$ cat config.mk
export PLATFORM = sky130hd
export DESIGN_NAME = mem_lsu_port
export DESIGN_NICKNAME = d
export VERILOG_FILES = /design/src/rtl/mem_lsu_port.sv
export SDC_FILE = /design/constraint.sdc
export NUM_CORES = 1
export LEC_CHECK = 0
export ABC_AREA = 1
export CORE_ASPECT_RATIO = 1.5
export CORE_UTILIZATION = 40
export DETAILED_ROUTE_END_ITERATION = 12
export HOLD_SLACK_MARGIN = 0.02
export PLACE_DENSITY = 0.84
export SETUP_SLACK_MARGIN = 0.1
export SLEW_MARGIN = 40
export SYNTH_ARGS = -nofsm -noshare
export SYNTH_HDL_FRONTEND = slang
export SYNTH_SLANG_ARGS = --single-unit
$ cat constraint.sdc
create_clock -name clk -period 2.6 [get_ports clk]
set_input_delay 0.26 -clock clk [delete_from_list [all_inputs] [get_ports clk]]
set_output_delay 0.26 -clock clk [all_outputs]
set_load 0.02 [all_outputs]
$ cat src/rtl/mem_lsu_port.sv
// Load/store initiator for the simulation word memory.
// Turns byte-addressed load/store requests into word-addressed memory
// accesses with byte enables and lane-replicated write data. It returns one
// in-order response per request through a two-entry response FIFO. FLOP_OUT
// selects whether read data arrives in the accept cycle (0) or one cycle
// later (1). In the FLOP_OUT=1 case a single stage S1 carries the request
// context forward to meet that read data.
module mem_lsu_port #(
    parameter int AWIDTH   = 10,
    parameter bit FLOP_OUT = 1'b0
) (
    input  logic              clk,
    input  logic              rst_n,
    // request channel
    input  logic              req_valid,
    output logic              req_ready,
    input  logic              req_we,
    input  logic [AWIDTH+1:0] req_addr,
    input  logic [1:0]        req_size,
    input  logic              req_signed,
    input  logic [31:0]       req_wdata,
    // response channel
    output logic              rsp_valid,
    input  logic              rsp_ready,
    output logic [31:0]       rsp_rdata,
    output logic              rsp_err,
    // memory port pair
    output logic              mem_wren,
    output logic [AWIDTH-1:0] mem_wraddr,
    output logic [31:0]       mem_wrdata,
    output logic [3:0]        mem_wrben,
    output logic [AWIDTH-1:0] mem_rdaddr,
    input  logic [31:0]       mem_rddata
);

    typedef enum logic [1:0] {
        SZ_BYTE = 2'd0,
        SZ_HALF = 2'd1,
        SZ_WORD = 2'd2,
        SZ_ILL  = 2'd3
    } size_e;

    // Everything needed to shape the response once read data is available.
    typedef struct packed {
        logic [1:0] offset;
        size_e      size;
        logic       sgn;
        logic       we;
        logic       err;
    } ctx_t;

    typedef struct packed {
        logic [31:0] rdata;
        logic        err;
    } rsp_t;

    logic       acc;
    logic       req_err;
    ctx_t       req_ctx;
    logic       s1_valid;
    logic       push;
    rsp_t       push_data;
    logic       pop;
    logic [1:0] outstanding;
    logic [1:0] outstanding_after_pop;

    rsp_t       fifo_q [2];
    logic       wr_ptr_q;
    logic       rd_ptr_q;
    logic [1:0] count_q;
    logic [1:0] count_d;

    // Shape one response from a request context and the raw memory word.
    function automatic rsp_t build_rsp(input ctx_t c, input logic [31:0] rd);
        rsp_t        r;
        logic [31:0] lane;
        lane    = rd >> {c.offset, 3'b000};
        r.err   = c.err;
        r.rdata = '0;
        if (!c.err && !c.we) begin
            unique case (c.size)
                SZ_BYTE: r.rdata = c.sgn ? {{24{lane[7]}}, lane[7:0]}
                                         : {24'h0, lane[7:0]};
                SZ_HALF: r.rdata = c.sgn ? {{16{lane[15]}}, lane[15:0]}
                                         : {16'h0, lane[15:0]};
                default: r.rdata = lane;
            endcase
        end
        return r;
    endfunction

    // Misalignment / illegal-size detection on the incoming request.
    always_comb begin
        // NOTE: every combinational output gets a default first so no path can leave it unassigned and infer a latch.
        req_err = 1'b0;
        unique case (size_e'(req_size))
            SZ_BYTE: req_err = 1'b0;
            SZ_HALF: req_err = req_addr[0];
            SZ_WORD: req_err = (req_addr[1:0] != 2'b00);
            default: req_err = 1'b1;
        endcase
    end

    assign req_ctx.offset = req_addr[1:0];
    assign req_ctx.size   = size_e'(req_size);
    assign req_ctx.sgn    = req_signed;
    assign req_ctx.we     = req_we;
    assign req_ctx.err    = req_err;

    assign acc        = req_valid && req_ready;
    assign mem_wraddr = req_addr[AWIDTH+1:2];
    assign mem_rdaddr = req_addr[AWIDTH+1:2];
    assign mem_wren   = acc && req_we && !req_err;

    // Byte enables and lane-replicated write data; all zero when not writing.
    always_comb begin
        mem_wrben  = '0;
        mem_wrdata = '0;
        if (mem_wren) begin
            unique case (size_e'(req_size))
                SZ_BYTE: begin
                    mem_wrben  = 4'b0001 << req_addr[1:0];
                    mem_wrdata = {4{req_wdata[7:0]}};
                end
                SZ_HALF: begin
                    mem_wrben  = 4'b0011 << req_addr[1:0];
                    mem_wrdata = {2{req_wdata[15:0]}};
                end
                SZ_WORD: begin
                    mem_wrben  = 4'hF;
                    mem_wrdata = req_wdata;
                end
                default: begin
                    mem_wrben  = '0;
                    mem_wrdata = '0;
                end
            endcase
        end
    end

    generate
        if (FLOP_OUT) begin : g_flop
            logic s1_valid_q;
            ctx_t s1_ctx_q;

            // S1 carries the accepted request context to meet registered read data.
            always_ff @(posedge clk or negedge rst_n) begin
                if (!rst_n) begin
                    // NOTE: sequential state uses non-blocking assignments so every flop samples pre-edge values.
                    s1_valid_q <= 1'b0;
                    s1_ctx_q   <= '0;
                end else begin
                    s1_valid_q <= acc;
                    if (acc) begin
                        s1_ctx_q <= req_ctx;
                    end
                end
            end

            assign s1_valid  = s1_valid_q;
            assign push      = s1_valid_q;
            assign push_data = build_rsp(s1_ctx_q, mem_rddata);
        end else begin : g_comb
            assign s1_valid  = 1'b0;
            assign push      = acc;
            assign push_data = build_rsp(req_ctx, mem_rddata);
        end
    endgenerate

    // Flow control: never let more than two responses be owed downstream.
    assign rsp_valid             = (count_q != 2'd0);
    assign pop                   = rsp_valid && rsp_ready;
    assign outstanding           = {1'b0, s1_valid} + count_q;
    assign outstanding_after_pop = outstanding - {1'b0, pop};
    assign req_ready             = rst_n && (outstanding_after_pop < 2'd2);

    // Next FIFO occupancy from the push/pop pair.
    always_comb begin
        count_d = count_q;
        unique case ({push, pop})
            2'b10:   count_d = count_q + 2'd1;
            2'b01:   count_d = count_q - 2'd1;
            default: count_d = count_q;
        endcase
    end

    // FIFO pointers and occupancy.
    always_ff @(posedge clk or negedge rst_n) begin
        if (!rst_n) begin
            wr_ptr_q <= 1'b0;
            rd_ptr_q <= 1'b0;
            count_q  <= 2'd0;
        end else begin
            count_q <= count_d;
            if (push) begin
                wr_ptr_q <= ~wr_ptr_q;
            end
            if (pop) begin
                rd_ptr_q <= ~rd_ptr_q;
            end
        end
    end

    // FIFO storage. A push at count 2 with a pop overwrites the slot being popped.
    always_ff @(posedge clk) begin
        // NOTE: storage is left unreset; outputs are gated by rsp_valid so stale entries never escape.
        if (push) begin
            fifo_q[wr_ptr_q] <= push_data;
        end
    end

    assign rsp_rdata = rsp_valid ? fifo_q[rd_ptr_q].rdata : 32'h0;
    assign rsp_err   = rsp_valid ? fifo_q[rd_ptr_q].err   : 1'b0;

endmodule

==> flow_summary.toml <==
[run_status]
status = "completed"

[cts]
numCtsBuffers = 9
clock-sinks = 70
path_clk_slew_ps = 50
hold_buffers = 0
cts_buffer_depth = 2
cts_tree = "yes"
insertion_delay_ps = 330
h-tree-depth = 3
root_buffer = "clkbuf_16"

[die]
dieHeight_um = 132
io_pins = 176
initial_core_util_pct = 40.9
coreArea_um2 = 11000
num_rows = 47
die_area_um2 = 11700
die_w_um = 88.6

[setup_path]
cpLargestDelayFamily = "buffers and inverters"
crit_type = "reg -> out"
crit_path_start = "rd_ptr_q"
worstPathRequired_ps = 2340
rr_startpoint = "count_q[1]"
cp_cell_sequence = "inv_1, buf_4, nand2_1, a21oi_1, clkdlybuf4s50_1"
cp-end-kind = "output pin"
r2r_slack_ps = 790
cp-start-kind = "flip-flop"
cp_num_buf_inv = 3
reg2regPathDepth = 6
critPathArrivalTime_ps = 2120
cpPeakStageDelay_ps = 670
crit_fanout = 16
path_depth = 5
r2r-end = "count_q[1]"
slowest_stage = "clkdlybuf4s50_1"

[placed_design]
gp_congestion = 0.958
dp_hpwl_mm = 10.4
dp.cells = 847
io_buffers = 145

[global_routing]
grt_pass1_wl_mm = 21.5
grt_max_degree = 40
gr-total-overflow = 0
track_usage_pct = 24.4
antenna_found_initial = 0
grt_pass1_vias = 4442

[timing]
finalMaxSlewViolations = 0
tightest_slew_ps = 386
finalHoldViolCount = 0
min_period_ps = 2380
fmax_ghz = 0.420
finalSetupViolCount = 0
fin_crit_sh_pct = 91.6
fin_skew_ps = 3.87
grt_setup_unrepaired = "no"
relSlewSlack_pct = 74.3

[routing]
via_per_inst = 5.24
dr.pass1.iters = 5
drc_errors = 0
vias = 4524
route.antenna.remaining_nets = 0
wirelength_mm = 13.8
drt_iter0_markers = 475
wl_per_cell_um = 16.0

[finish]
final_nets = 796
synthToLayoutAreaGrowth_pct = 41.7
stdcell_count = 863
postLayoutCoreUtil_pct = 58.0
final_cell_mix = "nand2_1 (193), clkdlybuf4s50_1 (108), edfxtp_1 (66), a21oi_1 (59), inv_1 (50)"
layout_commonest_cell = "nand2_1"
drive_above_1_share_pct = 8.38
diodes = 0

[synth]
synthesis.area_um2 = 4500
yosysSeqAreaShare_pct = 46.2
netlist_instances = 588
ys_seq_elements = 70
synth_warnings = 0
synth_fp_nets = 673
synth.avg_cell_area_um2 = 7.66
synth_cell_types = 28

[hold_path]
holdCritPathClass = "in -> async"

[pwr]
ir_worst_vdd_v = 0.000357
power_density_nw_per_um2 = 814
power_leakage_nw = 3.04

[job]
drv_cap = 0
-- per-layer routing --
metal	wire length [um]	track usage [%]	up-vias
li1	-	-	2141
met1	4610	24.9	2073
met2	7410	43.8	248
met3	1090	5.32	62
met4	680	14.6	0
met5	0	0	-
-- cells in the mapped netlist, drive strengths merged --
cell type  number  area, um^2
clkbuf         13        48.8
xor2            2        17.5
a21oi          59         295
inv            52         195
nand3          29         175
a21boi          1        11.3
nor3           36         190
edfxtp         66        1980
xnor2           2        17.5
nor2           55         239
dfrtp           4         100
nand2         197         759
buf            44         308
nand3b          1        20.0
ha              1        12.5
o21ai          26         130
-- what timing repair did --
action / CTS / global route
endpoints found under the setup margin: 22 / 14
gates cloned: 0 / 0
setup buffers: 0 / 0
resized for setup: 22 / 15
-- how the worst max path moves through the flow --
| stage | to | slack, ps |
|---|---|---|
| after global routing | mem_wren | 140 |
| after CTS | mem_wrdata[19] | 100 |
| after floorplan | fifo_q[0][0] | -240 |
| after detailed placement | mem_wrdata[27] | 10 |
| after global placement | mem_wrdata[11] | 40 |
| final | rsp_rdata[14] | 220 |
-- report_power, final --
part | total [mW] | leakage, nW | internal [mW] | switching, mW
clock network | 1.37 | 0.167 | 0.930 | 0.441
logic | 2.35 | 2.21 | 0.980 | 1.37
registers | 1.47 | 0.657 | 1.41 | 0.0646
total | 5.19 | 3.04 | 3.32 | 1.87
-- stage by stage --
step	setup TNS, ps	instance area [um^2]	worst slack [ps]	power (mW)	hold slack [ps]
floorplan	-15870	4500	-240	2.77	-35.6
global placement	0	6030	37.2	3.78	520
detailed placement	0	6030	11.9	3.83	520
CTS	0	6340	102	5.20	198
global route	0	6380	139	5.42	208
finish	0	6380	220	5.19	208
-- registers in the layout, indices dropped and copies added (netlist names) --
signal and flops:
fifo_q 66, count_q 2, wr_ptr_q 1, rd_ptr_q 1
-- cell type report --
| type | count | area (um^2) |
|---|---|---|
| Fill cell | 937 | 4620 |
| Inverter | 52 | 195 |
| Tap cell | 147 | 184 |
| Timing Repair Buffer | 169 | 1700 |
| Clock inverter | 7 | 113 |
| Sequential cell | 70 | 2080 |
| Multi-Input combinational cell | 409 | 1880 |
| Clock buffer | 9 | 225 |
-- cell families after synthesis --
kind of cell    Yosys count  synth area share, %
xor+xnor                  4                0.778
fa+ha+maj                 1                0.278
buf+inv                 109                 12.3
flops                    70                 46.2
compound gates           86                 9.70
simple gates            318                 30.7
-- worst reg2reg max path, cell delays in order, from the launching register on --
cell and delay, ps:
dfrtp_1 430, nor2_2 360, nor2_1 150, ha_1 350, a21oi_1 130, o21ai_0 120
xnor2_1 150
Power figures use the tool's default switching activity.
